File: src/rtl/serializer_param_fifo.sv
// Purpose: parametrised parallel-to-serial converter; DATA_W-bit words are queued in a
//          DEPTH-entry FIFO and shifted out LANES bits per clock, MSB- or LSB-first per word.
// Latency: a word accepted into an empty FIFO with the shifter idle pops on the next edge;
//          beat k is valid after edge N+1+k.
// Backpressure: ready_out = (level < DEPTH) from the registered level only; a pop on the same
//          edge does not reopen ready_out until the following cycle.
//
// Ports:
//   clk_serial    in   single clock for all logic
//   rst_n         in   asynchronous active-low reset
//   data_in       in   parallel word, DATA_W bits
//   msb_first     in   bit order for this word, stored alongside it
//   valid_in      in   data_in/msb_first valid
//   ready_out     out  FIFO can accept a word
//   serial_out    out  current beat, LANES bits, registered
//   serial_valid  out  serial_out carries a data beat, registered
//   frame_start   out  high on beat 0 of each word, registered
//   level         out  FIFO occupancy in words (word in the shifter not counted)

// Small generic FIFO: registered occupancy, head visible combinationally.
// Storage is not reset; only pointers and level are.
module serializer_param_fifo_buf #(
   parameter int W     = 65,
   parameter int DEPTH = 4
) (
   input  logic                       clk,
   input  logic                       rst_n,
   input  logic                       push,
   input  logic [W-1:0]               wdat,
   input  logic                       pop,
   output logic [W-1:0]               head,
   output logic [$clog2(DEPTH):0]     level
);
   localparam int AW = $clog2(DEPTH);
   localparam int LW = AW + 1;

   logic [W-1:0]  mem [DEPTH];
   logic [AW-1:0] wr_ptr;
   logic [AW-1:0] rd_ptr;

   always_ff @(posedge clk) begin
      if (push) begin
         mem[wr_ptr] <= wdat;
      end
   end

   always_ff @(posedge clk or negedge rst_n) begin
      if (!rst_n) begin
         wr_ptr <= '0;
         rd_ptr <= '0;
         level  <= '0;
      end else begin
         if (push) wr_ptr <= wr_ptr + AW'(1);
         if (pop)  rd_ptr <= rd_ptr + AW'(1);
         if (push && !pop)      level <= level + LW'(1);
         else if (pop && !push) level <= level - LW'(1);
      end
   end

   assign head = mem[rd_ptr];
endmodule

module serializer_param_fifo #(
   parameter int DATA_W = 64,
   parameter int DEPTH  = 4,
   parameter int LANES  = 1
) (
   input  logic                     clk_serial,
   input  logic                     rst_n,
   input  logic [DATA_W-1:0]        data_in,
   input  logic                     msb_first,
   input  logic                     valid_in,
   output logic                     ready_out,
   output logic [LANES-1:0]         serial_out,
   output logic                     serial_valid,
   output logic                     frame_start,
   output logic [$clog2(DEPTH):0]   level
);
   localparam int BEATS = DATA_W / LANES;
   localparam int CW    = $clog2(BEATS) + 1;
   localparam int LW    = $clog2(DEPTH) + 1;

   typedef enum logic {IDLE, SHIFT} state_t;

   state_t              state, state_nxt;
   logic [DATA_W-1:0]   word_q, word_nxt;
   logic                msb_q, msb_nxt;
   logic [CW-1:0]       beat_cnt, cnt_nxt;
   logic [LANES-1:0]    out_nxt;
   logic                vld_nxt;
   logic                fs_nxt;

   logic                push;
   logic                pop;
   logic [DATA_W:0]     head;
   logic [DATA_W-1:0]   head_word;
   logic                head_msb;

   // Beat k of a word; in both orders higher lanes carry higher-numbered word bits,
   // only the beat-to-slice order is reversed.
   function automatic logic [LANES-1:0] beat_of(input logic [DATA_W-1:0] w,
                                                input logic msb, input int k);
      int idx;
      idx = msb ? (BEATS - 1 - k) : k;
      return w[idx*LANES +: LANES];
   endfunction

   assign ready_out = (level < LW'(DEPTH));
   assign push      = valid_in && ready_out;
   assign head_word = head[DATA_W-1:0];
   assign head_msb  = head[DATA_W];

   serializer_param_fifo_buf #(.W(DATA_W + 1), .DEPTH(DEPTH)) u_buf (
      .clk   (clk_serial),
      .rst_n (rst_n),
      .push  (push),
      .wdat  ({msb_first, data_in}),
      .pop   (pop),
      .head  (head),
      .level (level)
   );

   always_ff @(posedge clk_serial or negedge rst_n) begin
      if (!rst_n) begin
         state        <= IDLE;
         word_q       <= '0;
         msb_q        <= 1'b0;
         beat_cnt     <= '0;
         serial_out   <= '0;
         serial_valid <= 1'b0;
         frame_start  <= 1'b0;
      end else begin
         state        <= state_nxt;
         word_q       <= word_nxt;
         msb_q        <= msb_nxt;
         beat_cnt     <= cnt_nxt;
         serial_out   <= out_nxt;
         serial_valid <= vld_nxt;
         frame_start  <= fs_nxt;
      end
   end

   always_comb begin
      state_nxt = state;
      word_nxt  = word_q;
      msb_nxt   = msb_q;
      cnt_nxt   = beat_cnt;
      out_nxt   = '0;
      vld_nxt   = 1'b0;
      fs_nxt    = 1'b0;
      pop       = 1'b0;

      case (state)
         IDLE: begin
            // level only reflects pushes from earlier edges, so a word pushed on
            // this edge is picked up on the next one.
            if (level != '0) begin
               pop       = 1'b1;
               word_nxt  = head_word;
               msb_nxt   = head_msb;
               out_nxt   = beat_of(head_word, head_msb, 0);
               vld_nxt   = 1'b1;
               fs_nxt    = 1'b1;
               cnt_nxt   = CW'(1);
               state_nxt = SHIFT;
            end
         end
         SHIFT: begin
            if (beat_cnt < CW'(BEATS)) begin
               out_nxt = beat_of(word_q, msb_q, int'(beat_cnt));
               vld_nxt = 1'b1;
               cnt_nxt = beat_cnt + CW'(1);
            end else if (level != '0) begin
               // Last beat already on the output: chain straight into the next word.
               pop      = 1'b1;
               word_nxt = head_word;
               msb_nxt  = head_msb;
               out_nxt  = beat_of(head_word, head_msb, 0);
               vld_nxt  = 1'b1;
               fs_nxt   = 1'b1;
               cnt_nxt  = CW'(1);
            end else begin
               cnt_nxt   = '0;
               state_nxt = IDLE;
            end
         end
         default: begin
            state_nxt = IDLE;
            cnt_nxt   = '0;
         end
      endcase
   end
endmodule

File: config.mk
export PLATFORM = sky130hd
export DESIGN_NAME = serializer_param_fifo
export DESIGN_NICKNAME = d
export VERILOG_FILES = /design/src/rtl/serializer_param_fifo.sv
export SDC_FILE = /design/constraint.sdc
export NUM_CORES = 1
export LEC_CHECK = 0
export ABC_AREA = 1
export BUFFER_PORTS_ARGS = -buffer_cell sky130_fd_sc_hd__buf_4
export CORE_UTILIZATION = 65
export DETAILED_ROUTE_END_ITERATION = 16
export PLACE_DENSITY = 0.84
export SLEW_MARGIN = 20
export SYNTH_ARGS = -nofsm -noshare
export SYNTH_HDL_FRONTEND = slang
export SYNTH_SLANG_ARGS = --single-unit
File: constraint.sdc
create_clock -name clk_serial -period 12.3 [get_ports clk_serial]
set_input_delay 1.23 -clock clk_serial [delete_from_list [all_inputs] [get_ports clk_serial]]
set_output_delay 1.23 -clock clk_serial [all_outputs]
set_load 0.05 [all_outputs]
==> run_results.csv <==
group,metric,value,unit
min_path,hp-class,"flip-flop to flip-flop",
power_and_ir_drop,ir_worst_vdd,133,uV
sta,worst_hold_slack,0.538,ns
cts,cts_root_buffer,"clkbuf_16",
setup_path,cp.depth,11,
final_layout,final_cells,1511,
setup_path,critPathCaptureType,"flip-flop",
cts,cts_buffers,34,
setup_path,worstSetupPathType,"flip-flop to flip-flop",
sta,rsz0062_at_grt,"no",
power_and_ir_drop,p_per_area,170,nW/um2
sta,slew_viol_final,0,
cts,htreeDepth,2,
synthesis,synth_edf_count,260,
synthesis,syn_nets,1233,
power_and_ir_drop,p_leak,5.77,nW
cts,clock-sinks,342,
floorplanning,die_h,147,um
sta,finClkSkew,0.0191,ns
setup_path,rr_worst_depth,11,
floorplanning,rows,52,
sta,relSlewSlack,0.286,
setup_path,startpoint,"u_buf.level[0]$_DFFE_PN0P_",
setup_path,cp_common_cell,"nor2_1",
floorplanning,coreArea,20400,um2
drt,dr_total_vias,9119,
floorplanning,die_w,147,um
setup_path,cp_slowest_stage_delay,0.70,ns
setup_path,reg2reg_setup_slack,9.48,ns
place,dp_hpwl,15000,um
global_routing,grt_remaining_overflow,0,
setup_path,startpoint_type,"flip-flop",
setup_path,slowest_stage,"nor3_1",
floorplanning,die_area,21700,um2
global_routing,grt_max_degree,100,
synthesis,synthCells,1158,
final_layout,n_fill_cell,1247,
synthesis,ys_async_sr_fraction,0.240,
cts,cts_buffer_depth,3,
drt,wl_per_cell,19.4,um
sta,setup_viol,0,
drt,ant_nets,0,
flow_run,maxCapViolations,0,
setup_path,arrival,3.25,ns
drt,wirelength,29300,um
global_routing,grt_pass1_vias,9287,
place,post-place-ws,9.35,ns
floorplanning,start_util,0.670,
sta,postLayoutSetupSlackWorst,9.48,ns
synthesis,syn_area_per_cell,11.8,um2
sta,fin_crit_sh,0.229,
drt,vias_per_cell,6.04,
sta,tns,0,ns
synthesis,syn_area,13700,um2
sta,max_slew.worst_pin.slew,1.07,ns
setup_path,cp_max_fo,59,
final_layout,syn_to_final_growth,12.8,%
synthesis,ys_seq_elements,342,
place,io_buffers,74,
setup_path,crit_chain,"nor3_1 -> nor2_4 -> buf_4 -> clkinv_1 -> ha_1 -> inv_1 -> fa_1 -> nor2_1 -> nor2_1 -> nand2_1 -> xor2_1",
cts,cts_resized,0,
setup_path,crit_path_end,"u_buf.level[2]$_DFFE_PN0P_",
cts,clk_pin_slew,0.06,ns
cts,cts_tree,"built",
drt,drt_iter0_drc,997,
global_routing,gr-usage-all-layers,0.280,
final_layout,n_antenna_cell,0,
place,dp.cells,1449,
synthesis,yosys_warnings,0,
final_layout,final_cell_mix,"260 x edfxtp_1, 180 x o21ai_0, 177 x nor2_1, 143 x nand2_1, 85 x buf_4",
drt,first_pass_iters,5,
setup_path,worstPathRequired,12.73,ns
cts,holdBufCountCts,0,
sta,fmax,0.355,GHz
sta,period_needed,2.82,ns
place,gp_congestion,0.809,
synthesis,synth-seq-area-share,0.720,
drt,drcViolationCount,0,
sta,hold_violations,0,
final_layout,final_common_cell,"edfxtp_1",
synthesis,ys_types,32,
synthesis,synth_flop_cell,"edfxtp_1",
setup_path,crit_family,"simple AND/OR/NAND/NOR gates",
cts,cts_setup_buffers,0,
final_layout,nets,1290,
global_routing,antenna_found_initial,0,
setup_path,path_buf_inv,3,
setup_path,r2r-end,"u_buf.level[2]$_DFFE_PN0P_",
setup_path,reg2reg_from,"u_buf.level[0]$_DFFE_PN0P_",
run_status,status,"finished clean",
floorplanning,ios,75,
global_routing,grt_pass1_wl,46900,um
cts,worstSkewPairLatency,0.52,ns
final_layout,drive_gt1_frac,0.130,
[Yosys cell counts, types with 7 or more instances]
cell / instances / share of area
dfrtp_1: 82 / 0.15
buf_2: 10 / 0.0037
clkbuf_1: 39 / 0.011
nor2_1: 182 / 0.050
o21ai_0: 180 / 0.066
a31oi_1: 15 / 0.0069
nand3_1: 66 / 0.024
nand2_1: 143 / 0.039
nand2_2: 7 / 0.0032
edfxtp_1: 260 / 0.57
inv_1: 71 / 0.019
o22ai_1: 47 / 0.021
[report_power, final]
| group | leakage [nW] | internal, mW | switching [mW] | total, mW |
|---|---|---|---|---|
| logic | 1.93 | 0.0618 | 0.176 | 0.238 |
| clock network | 0.516 | 0.553 | 0.411 | 0.964 |
| registers | 3.32 | 1.40 | 0.0337 | 1.43 |
| total | 5.77 | 2.01 | 0.621 | 2.63 |
[metal layers]
metal / vias to the layer above / routed length [um] / global-route usage
li1: 4160 / - / -
met1: 4427 / 11400 / 0.375
met2: 477 / 14600 / 0.459
met3: 55 / 2670 / 0.0531
met4: 0 / 636 / 0.109
met5: - / 0 / 0
[kinds of logic (layout without fill, tap and decap cells)]
group | count (synthesis) | after routing | synth area share
multiplexers | 2 | 2 | 0.00155
AO/OA/AOI/OAI | 253 | 253 | 0.0997
XOR/XNOR | 8 | 8 | 0.00567
adder cells (fa/ha/maj) | 7 | 7 | 0.00694
buffers and inverters | 139 | 222 | 0.0433
AND/OR/NAND/NOR | 407 | 407 | 0.123
flip-flops | 342 | 342 | 0.720
[worst min-delay path by stage]
stage | depth (start not counted) | endpoint | start | slack (ns)
2_1_floorplan | 2 | word_q[63]$_DFFE_PN0P_ | word_q[63]$_DFFE_PN0P_ | 0.45
3_3_place_gp | 2 | word_q[0]$_DFFE_PN0P_ | word_q[0]$_DFFE_PN0P_ | 0.50
3_5_place_dp | 2 | word_q[0]$_DFFE_PN0P_ | word_q[0]$_DFFE_PN0P_ | 0.50
4_1_cts | 2 | word_q[16]$_DFFE_PN0P_ | word_q[16]$_DFFE_PN0P_ | 0.54
5_1_grt | 2 | word_q[19]$_DFFE_PN0P_ | word_q[19]$_DFFE_PN0P_ | 0.56
6_report | 2 | word_q[46]$_DFFE_PN0P_ | word_q[46]$_DFFE_PN0P_ | 0.54
[through the flow]
stage	total power [mW]	utilization	cell area, um2
2_1_floorplan	1.59	-	13700
3_3_place_gp	1.68	0.705	14400
3_5_place_dp	1.69	0.705	14400
4_1_cts	2.65	0.756	15500
5_1_grt	2.72	0.756	15500
6_report	2.63	0.756	15500
[registers in the layout, indices dropped and copies added, names as in the netlist]
signal,flops
beat_cnt,7
u_buf.mem,260
u_buf.rd_ptr,2
u_buf.wr_ptr,2
msb_q,1
u_buf.level,3
frame_start,1
state,1
serial_out,1
word_q,64
[final cells by class]
| cell class | instances | area [um2] | share of cell area |
|---|---|---|---|
| flip-flops and latches | 342 | 9860 | 0.638 |
| multi-input cells | 677 | 3280 | 0.212 |
| clock buffers | 52 | 978 | 0.0633 |
| repair buffers | 85 | 638 | 0.0413 |
| well taps | 270 | 338 | 0.0219 |
| inverters | 75 | 285 | 0.0185 |
| clock inverters | 10 | 71.3 | 0.00462 |
[worst min-delay path, delay by kind of cell (launching register included)]
family	cells	cell delay, ns
flops	1	0.32
compound gates	1	0.14
buf+inv	1	0.05
No activity file was read; power rests on OpenSTA's default activity.
